## config.mk

```make
export PLATFORM = sky130hd
export DESIGN_NAME = frame_scanout
export DESIGN_NICKNAME = d
export VERILOG_FILES = /design/src/rtl/frame_scanout.sv
export SDC_FILE = /design/constraint.sdc
export NUM_CORES = 1
export LEC_CHECK = 0
export CORE_MARGIN = 5
export CORE_UTILIZATION = 53
export CTS_CLUSTER_DIAMETER = 40
export DETAILED_ROUTE_END_ITERATION = 7
export PLACE_DENSITY = 0.8
export SETUP_SLACK_MARGIN = 0.15
export SYNTH_ARGS = -nofsm -noshare
export SYNTH_HDL_FRONTEND = slang
export SYNTH_SLANG_ARGS = --single-unit
```

## constraint.sdc

```tcl
create_clock -name Clk -period 4.7 [get_ports Clk]
set_input_delay 0.94 -clock Clk [delete_from_list [all_inputs] [get_ports Clk]]
set_output_delay 0.94 -clock Clk [all_outputs]
set_load 0.01 [all_outputs]
```

## src/rtl/frame_scanout.sv

```systemverilog
// VGA 640x480 scan-out: a pixel tick at half the Clk rate drives the raster counters, and
// every sync, blank and pixel output is registered on the tick=1 edge from the pre-increment counters.
module frame_scanout #(
   parameter int H_VISIBLE    = 640,
   parameter int H_SYNC_START = 656,
   parameter int H_SYNC_END   = 751,
   parameter int H_TOTAL      = 800,
   parameter int V_VISIBLE    = 480,
   parameter int V_SYNC_START = 490,
   parameter int V_SYNC_END   = 491,
   parameter int V_TOTAL      = 525
) (
   input  logic        Clk,
   input  logic        Reset,
   input  logic        data_In,
   output logic [18:0] read_address,
   output logic        VGA_HS,
   output logic        VGA_VS,
   output logic        blank_n,
   output logic        pixel_on,
   output logic [9:0]  DrawX,
   output logic [9:0]  DrawY,
   output logic        pixel_clk,
   output logic        frame_start
);

   logic       tick_q, tick_d;
   logic [9:0] hc_q, hc_d;
   logic [9:0] vc_q, vc_d;
   logic       visible;

   logic [9:0] x_q, x_d;
   logic [9:0] y_q, y_d;
   logic       hs_q, hs_d;
   logic       vs_q, vs_d;
   logic       blank_q, blank_d;
   logic       pix_q, pix_d;
   logic       fs_q, fs_d;

   // Raster counters: advance once per pixel period, wrapping with no idle cycle.
   always_comb begin
      tick_d = ~tick_q;
      hc_d   = hc_q;
      vc_d   = vc_q;
      if (tick_q) begin
         if (hc_q == 10'(H_TOTAL - 1)) begin
            hc_d = '0;
            vc_d = (vc_q == 10'(V_TOTAL - 1)) ? '0 : vc_q + 10'd1;
         end else begin
            hc_d = hc_q + 10'd1;
         end
      end
   end

   assign visible = (hc_q < 10'(H_VISIBLE)) && (vc_q < 10'(V_VISIBLE));

   // The RAM latches this on the tick=0 edge, so its data is ready at the next tick=1 edge.
   assign read_address = visible ? (19'(vc_q) * 19'(H_VISIBLE) + 19'(hc_q)) : '0;

   // Output stage: loads on tick=1 edges and holds otherwise; frame_start self-clears.
   always_comb begin
      x_d     = x_q;
      y_d     = y_q;
      hs_d    = hs_q;
      vs_d    = vs_q;
      blank_d = blank_q;
      pix_d   = pix_q;
      fs_d    = 1'b0;
      if (tick_q) begin
         x_d     = hc_q;
         y_d     = vc_q;
         blank_d = visible;
         hs_d    = !((hc_q >= 10'(H_SYNC_START)) && (hc_q <= 10'(H_SYNC_END)));
         vs_d    = !((vc_q >= 10'(V_SYNC_START)) && (vc_q <= 10'(V_SYNC_END)));
         pix_d   = visible & data_In;
         fs_d    = (hc_q == '0) && (vc_q == '0);
      end
   end

   always_ff @(posedge Clk) begin
      if (Reset) begin
         tick_q  <= 1'b0;
         hc_q    <= '0;
         vc_q    <= '0;
         x_q     <= '0;
         y_q     <= '0;
         hs_q    <= 1'b1;
         vs_q    <= 1'b1;
         blank_q <= 1'b0;
         pix_q   <= 1'b0;
         fs_q    <= 1'b0;
      end else begin
         tick_q  <= tick_d;
         hc_q    <= hc_d;
         vc_q    <= vc_d;
         x_q     <= x_d;
         y_q     <= y_d;
         hs_q    <= hs_d;
         vs_q    <= vs_d;
         blank_q <= blank_d;
         pix_q   <= pix_d;
         fs_q    <= fs_d;
      end
   end

   assign DrawX       = x_q;
   assign DrawY       = y_q;
   assign VGA_HS      = hs_q;
   assign VGA_VS      = vs_q;
   assign blank_n     = blank_q;
   assign pixel_on    = pix_q;
   assign pixel_clk   = tick_q;
   assign frame_start = fs_q;

endmodule

```

==> impl_results.md, run 1 <==
- Crit-path cells: ha_1 -> ha_1 -> fa_1 -> a21oi_2 -> o21bai_1 -> xor2_2 -> nand3_1 -> or3_1 -> a21oi_1 -> clkdlybuf4s50_1
- Layout area overhead: 23.41%
- Finished Cell Area: 3377 um2
- Worst-Skew Late Latency: 300 ps
- Synth Warn #: 0
- N_diodes: 0
- Initial Utilization: 0.5392
- 1st-pass router iterations: 4
- GPL Wtd Cong: 0.8455
- Setup violators final: 0
- Flops & latches, synth: 46
- CTS sink cnt: 46
- Synthesized Nets: 342
- Routed len/inst: 14.38 um
- H-tree Lvls: 2
- Rows: 26
- Synth area leader: dfxtp_1
- Register area share after synthesis: 0.3365
- Dpl hpwl: 4565 um
- Post-synth top area share: 0.3365
- Largest net degree at the start of global routing: 40
- Synth area leaders: dfxtp_1 (34%), ha_1 (11%), mux2i_1 (8.0%)
- Worst slack at placement: 408.2 ps
- Worst path max stage delay: 560 ps
- Die Area: 6700 um2
- Crit Path Class: reg2out
- Drt first-iter violations: 146
- Yosys cell types: 45
- Setup TNS: 0 ps
- Via Count: 2,359
- Post-synth EDFFs: 0
- Crit. End Element: primary output
- CTS tree: yes
- RSZ-0062 raised after global routing: false
- Vias in the first global route: 2,364
- Max Fclk: 0.2307 GHz
- Tcrit/Tclk final: 0.9223
- Share of layout cells above drive strength 1: 0.07521
- Maximum vdd drop: 0.2212 mV
- Clock transition at path regs: 80 ps
- Mean Syn Cell Area: 8.715 um2
- Max_slew headroom: 0.3298
- Startpoint Class: flop
- Post-route minimum period: 4335 ps
- WL final: 6167 um
- Antenna Nets Post-Route: 0
- Vias/cell: 5.499
- Clock root cell: clkbuf_8
- Worst EP required: 3760 ps
- Post-route DRC: 0
- Core Util, Final: 0.6654
- Area after DPL: 3272 um2
- Final Hold Viols: 0
- I/O pins: 48
- Cell area after synthesis: 2736 um2
- Bufs on Longest Clock Path: 2
- Post-Synthesis Cells: 314
- Number of buffers created by CTS: 5
- Clock Skew: 3.881 ps
- GR Util All Layers: 0.2058
- Main flop type after synthesis: dfxtp_1
- HP Class: reg2reg
- Critical-path maximum fanout: 4
- P per Cell Area: 199.6 nW/um2
- FFs w/ async S/R, synth: 0
- Final net count: 387
- First-pass GRT wire length: 10,860 um
- Pleak: 0.001413 uW
- Total grt overflow: 0
- Die width: 81.86 um
- Maxcap violations: 0
- Post-CTS Hold Fix Bufs: 0
- Status: completed
- Total power: 674.2 uW
- Most frequent CP cell: ha_1
- Slew Viols, Final: 0
- Die Height: 81.86 um
- Critical Path AT: 3390 ps
- Worst Tran Pin Value: 997.0 ps
- # port buffers: 47
- Core Area: 5075 um2
- Final worst slack: 365.1 ps
- Initial antenna violation count: 0
- Slowest CP cell: clkdlybuf4s50_1
-- synthesized netlist by cell type (2+ instances only) --
cell type	number
nor2_1	53
dfxtp_1	46
ha_1	23
mux2i_1	22
xor2_1	18
nand2_1	16
nor3_1	14
a21oi_1	12
nand3_1	9
nand4_1	9
o21ai_0	9
xnor2_1	9
clkbuf_1	8
and2_1	7
inv_1	7
or3_1	6
buf_2	4
a21o_1	3
and3_1	3
buf_1	3
nand2b_1	3
nor4_1	3
fa_1	2
nand3b_1	2
nor4b_1	2
or4_1	2
-- placed cells by master (no fill, tap or decap), types with 7 or more instances in the layout --
cell	count
inv_1	7
a21oi_1	11
mux2i_1	22
dfxtp_1	42
nor2_1	53
o21ai_0	8
nor3_1	14
xor2_1	17
nand2_1	16
xnor2_1	9
nand3_1	9
ha_1	23
clkdlybuf4s50_1	46
nand4_1	9
and2_1	7
-- per-layer routing --
layer / share of wire / GRT usage / vias up
met5: 0 / 0 / -
met4: 0.012 / 0.08140 / 0
met3: 0.046 / 0.05373 / 7
met2: 0.47 / 0.3199 / 48
met1: 0.47 / 0.2708 / 1119
li1: - / - / 1185
-- per-stage QoR --
stage / hold WS, ps / instances
final: 479.7 / 429
after floorplan: 490.9 / 314
after global placement: 456.7 / 421
after global routing: 504.9 / 429
after detailed placement: 467.5 / 421
after CTS: 483.8 / 428
-- power breakdown --
part | total (uW) | internal, uW | switching [uW]
sequential | 403 | 394 | 8.87
clock | 230 | 102 | 128
combinational | 40.8 | 21.3 | 19.5
-- worst max-delay path, delay by kind of cell, from the launching register on --
kind,cells,cell delay (ps)
AO/OA/AOI/OAI,3,470
buffers and inverters,1,560
flip-flops,1,320
AND/OR/NAND/NOR,2,550
XOR/XNOR,1,210
adder cells (fa/ha/maj),3,980
-- area by class of cell --
| class | instances | area (um2) |
|---|---|---|
| Timing Repair Buffer | 53 | 518.0 |
| Inverter | 7 | 26.28 |
| Tap cell | 70 | 87.58 |
| Clock inverter | 1 | 7.507 |
| Sequential cell | 46 | 925.9 |
| Fill cell | 445 | 1698 |
| Clock buffer | 6 | 72.57 |
| Multi-Input combinational cell | 246 | 1739 |
-- repair_timing --
action	in CTS	in global routing
pin swaps	0	2
gates resized for setup	2	5
endpoints found under the setup margin	2	2
setup buffers	0	1
-- kinds of logic (layout without fill, tap and decap cells) --
logic type / count (synthesis) / in the layout / synth area share
AO/OA/AOI/OAI: 32 / 32 / 0.07316
XOR/XNOR: 28 / 28 / 0.09237
adder cells (fa/ha/maj): 25 / 25 / 0.1198
buffers and inverters: 22 / 67 / 0.03201
flip-flops: 46 / 46 / 0.3365
multiplexers: 22 / 22 / 0.08048
AND/OR/NAND/NOR: 139 / 139 / 0.2657
-- flip-flops by register name (all words and copies together), names as in the netlist --
name,count
VGA_HS,1
vc_q,10
blank_n,1
VGA_VS,1
DrawX,10
hc_q,10
frame_start,1
pixel_on,1
pixel_clk,1
DrawY,10
-- final timing paths --
path | from | endpoint | slack [ps] | cells after the start
worst max-delay path | vc_q[1] | read_address[17] | 370 | 10
worst min-delay path | pixel_on | pixel_on | 480 | 2
worst max register to register | pixel_clk | vc_q[7] | 2300 | 4
worst min register to register | pixel_on | pixel_on | 480 | 2
Note: power is estimated with default switching activity, not from simulation.
==> inputs of run 2 (changes only) <==
==> constraint.sdc (replaced) <==
create_clock -name Clk -period 4.13 [get_ports Clk]
set_input_delay 0.826 -clock Clk [delete_from_list [all_inputs] [get_ports Clk]]
set_output_delay 0.826 -clock Clk [all_outputs]
set_load 0.01 [all_outputs]
==> run 2 against run 1 <==
  * Non-clock buffer count is 9 higher
  * Cell area grew 3.7%
  * Via count grew 0.81%
  * Global-route usage down 0.14 points
  * Clock power is 44% higher
  * Sequential share of layout area shrank 1.1 points
  * Hold slack got worse by 5.9 ps
  * Combinational power rose by 16%
==> impl_results.md, run 2 (synthesized netlist as in run 1, its figures left out) <==
- Layout area overhead: 28.03%
- Initial Utilization: 0.5392
- Commonest non-fill, non-tap cells in the layout: nor2_1 (51), dfxtp_1 (45), clkdlybuf4s50_1 (42)
- N_diodes: 0
- Final net count: 396
- Initial antenna violation count: 0
- Critical-path maximum fanout: 4
- CTS tree: yes
- Layout fillers: 434
- Rows: 26
- Critical Path AT: 3060 ps
- Die width: 81.86 um
- Inst Count DP: 429
- Most common cell after layout, fill and taps aside: nor2_1
- CTS sink cnt: 46
- Max Fclk: 0.2576 GHz
- # port buffers: 47
- First-pass GRT wire length: 10,880 um
- Vias/cell: 5.417
- Status: completed
- Share of layout cells above drive strength 1: 0.1084
- Slew Viols, Final: 0
- Core Util, Final: 0.6903
- P per Cell Area: 238.7 nW/um2
- RSZ-0062 raised after global routing: true
- Crit. End Element: primary output
- Maxcap violations: 0
- Final worst slack: 247.6 ps
- Die Height: 81.86 um
- Crit-path cells: ha_1 -> ha_1 -> fa_2 -> a21oi_4 -> o2111ai_2 -> xor2_2 -> nand2_2 -> or4_1 -> a21oi_1 -> clkbuf_2
- Finished Layout Cells: 439
- Largest net degree at the start of global routing: 26
- Register area: 922.1 um2
- HP Class: reg2reg
- Post-route DRC: 0
- Drt first-iter violations: 139
- Worst EP required: 3300 ps
- Worst path max stage delay: 510 ps
- Setup violators final: 0
- Antenna Nets Post-Route: 0
- Total power: 836.3 uW
- Pleak: 0.001512 uW
- Area of the multi-input gates: 1773 um2
- Final Hold Viols: 0
- Total grt overflow: 0
- Most frequent CP cell: ha_1
- Worst slack at placement: 4.470 ps
- Maximum vdd drop: 0.1649 mV
- Routed len/inst: 14.36 um
- 1st-pass router iterations: 4
- Bufs on Longest Clock Path: 2
- Post-CTS Hold Fix Bufs: 0
- Clock root cell: clkbuf_8
- WL final: 6306 um
- I/O pins: 48
- Post-route minimum period: 3882 ps
- Startpoint Class: flop
- Slowest CP cell: or4_1
- Clock Skew: 7.902 ps
- Via Count: 2,378
- Worst-Skew Late Latency: 300 ps
- Max_slew headroom: 0.3641
- Tcrit/Tclk final: 0.9401
- Dpl hpwl: 4665 um
- Worst Tran Pin Value: 950.9 ps
- GPL Wtd Cong: 0.7910
- H-tree Lvls: 2
- Number of buffers created by CTS: 5
- Clock transition at path regs: 90 ps
- Vias in the first global route: 2,287
- Setup TNS: 0 ps
- GR Util All Layers: 0.2044
- Die Area: 6700 um2
- Crit Path Class: reg2out
- Core Area: 5075 um2
==> run 2: cell type report <==
cell class / count / share of cell area
Clock buffer: 6 / 0.02071
Clock inverter: 2 / 0.01071
Inverter: 7 / 0.007500
Multi-Input combinational cell: 246 / 0.5061
Sequential cell: 46 / 0.2632
Tap cell: 70 / 0.02500
Timing Repair Buffer: 62 / 0.1668
==> run 2: where the power goes <==
group	switching [uW]	total [uW]	internal (uW)
Sequential	9.99	458	449
Clock	150	331	181
Combinational	22.7	47.2	24.5
==> run 2: worst paths after layout <==
path / end / depth (start not counted) / start / slack [ps]
setup / recovery: read_address[18] / 10 / vc_q[1] / 250
hold / removal: pixel_on / 2 / pixel_on / 470
setup reg to reg: vc_q[8] / 4 / pixel_clk / 1840
hold reg to reg: pixel_on / 2 / pixel_on / 470
==> run 2: repair_timing <==
| item | in CTS | in global routing |
|---|---|---|
| setup endpoints to repair | 4 | 5 |
| resized for setup | 5 | 12 |
| pin swaps | 2 | 3 |
| buffers inserted | 1 | 1 |
| endpoints found under the hold margin | 0 | 0 |
==> run 2: layer usage <==
layer,GRT usage,share of wire,vias to the layer above
met4,0.04485,0.0068,0
met2,0.3401,0.48,59
met3,0.04825,0.053,5
met5,0,0,-
li1,-,-,1206
met1,0.2679,0.46,1108
==> run 2: worst max-delay path: cells and delay by family, from the launching register on <==
family	cells	cell delay (ps)
AO/OA/AOI/OAI	3	510
XOR/XNOR	1	190
adder cells (fa/ha/maj)	3	950
buffers and inverters	1	150
flip-flops	1	330
AND/OR/NAND/NOR	2	600
==> run 2: metrics by stage <==
step / hold WS (ps) / cell area (um2)
final: 473.9 / 3503
after global routing: 513.7 / 3503
after CTS: 477.7 / 3453
after detailed placement: 463.9 / 3332
after global placement: 459.7 / 3332
after floorplan: 490.9 / 2736
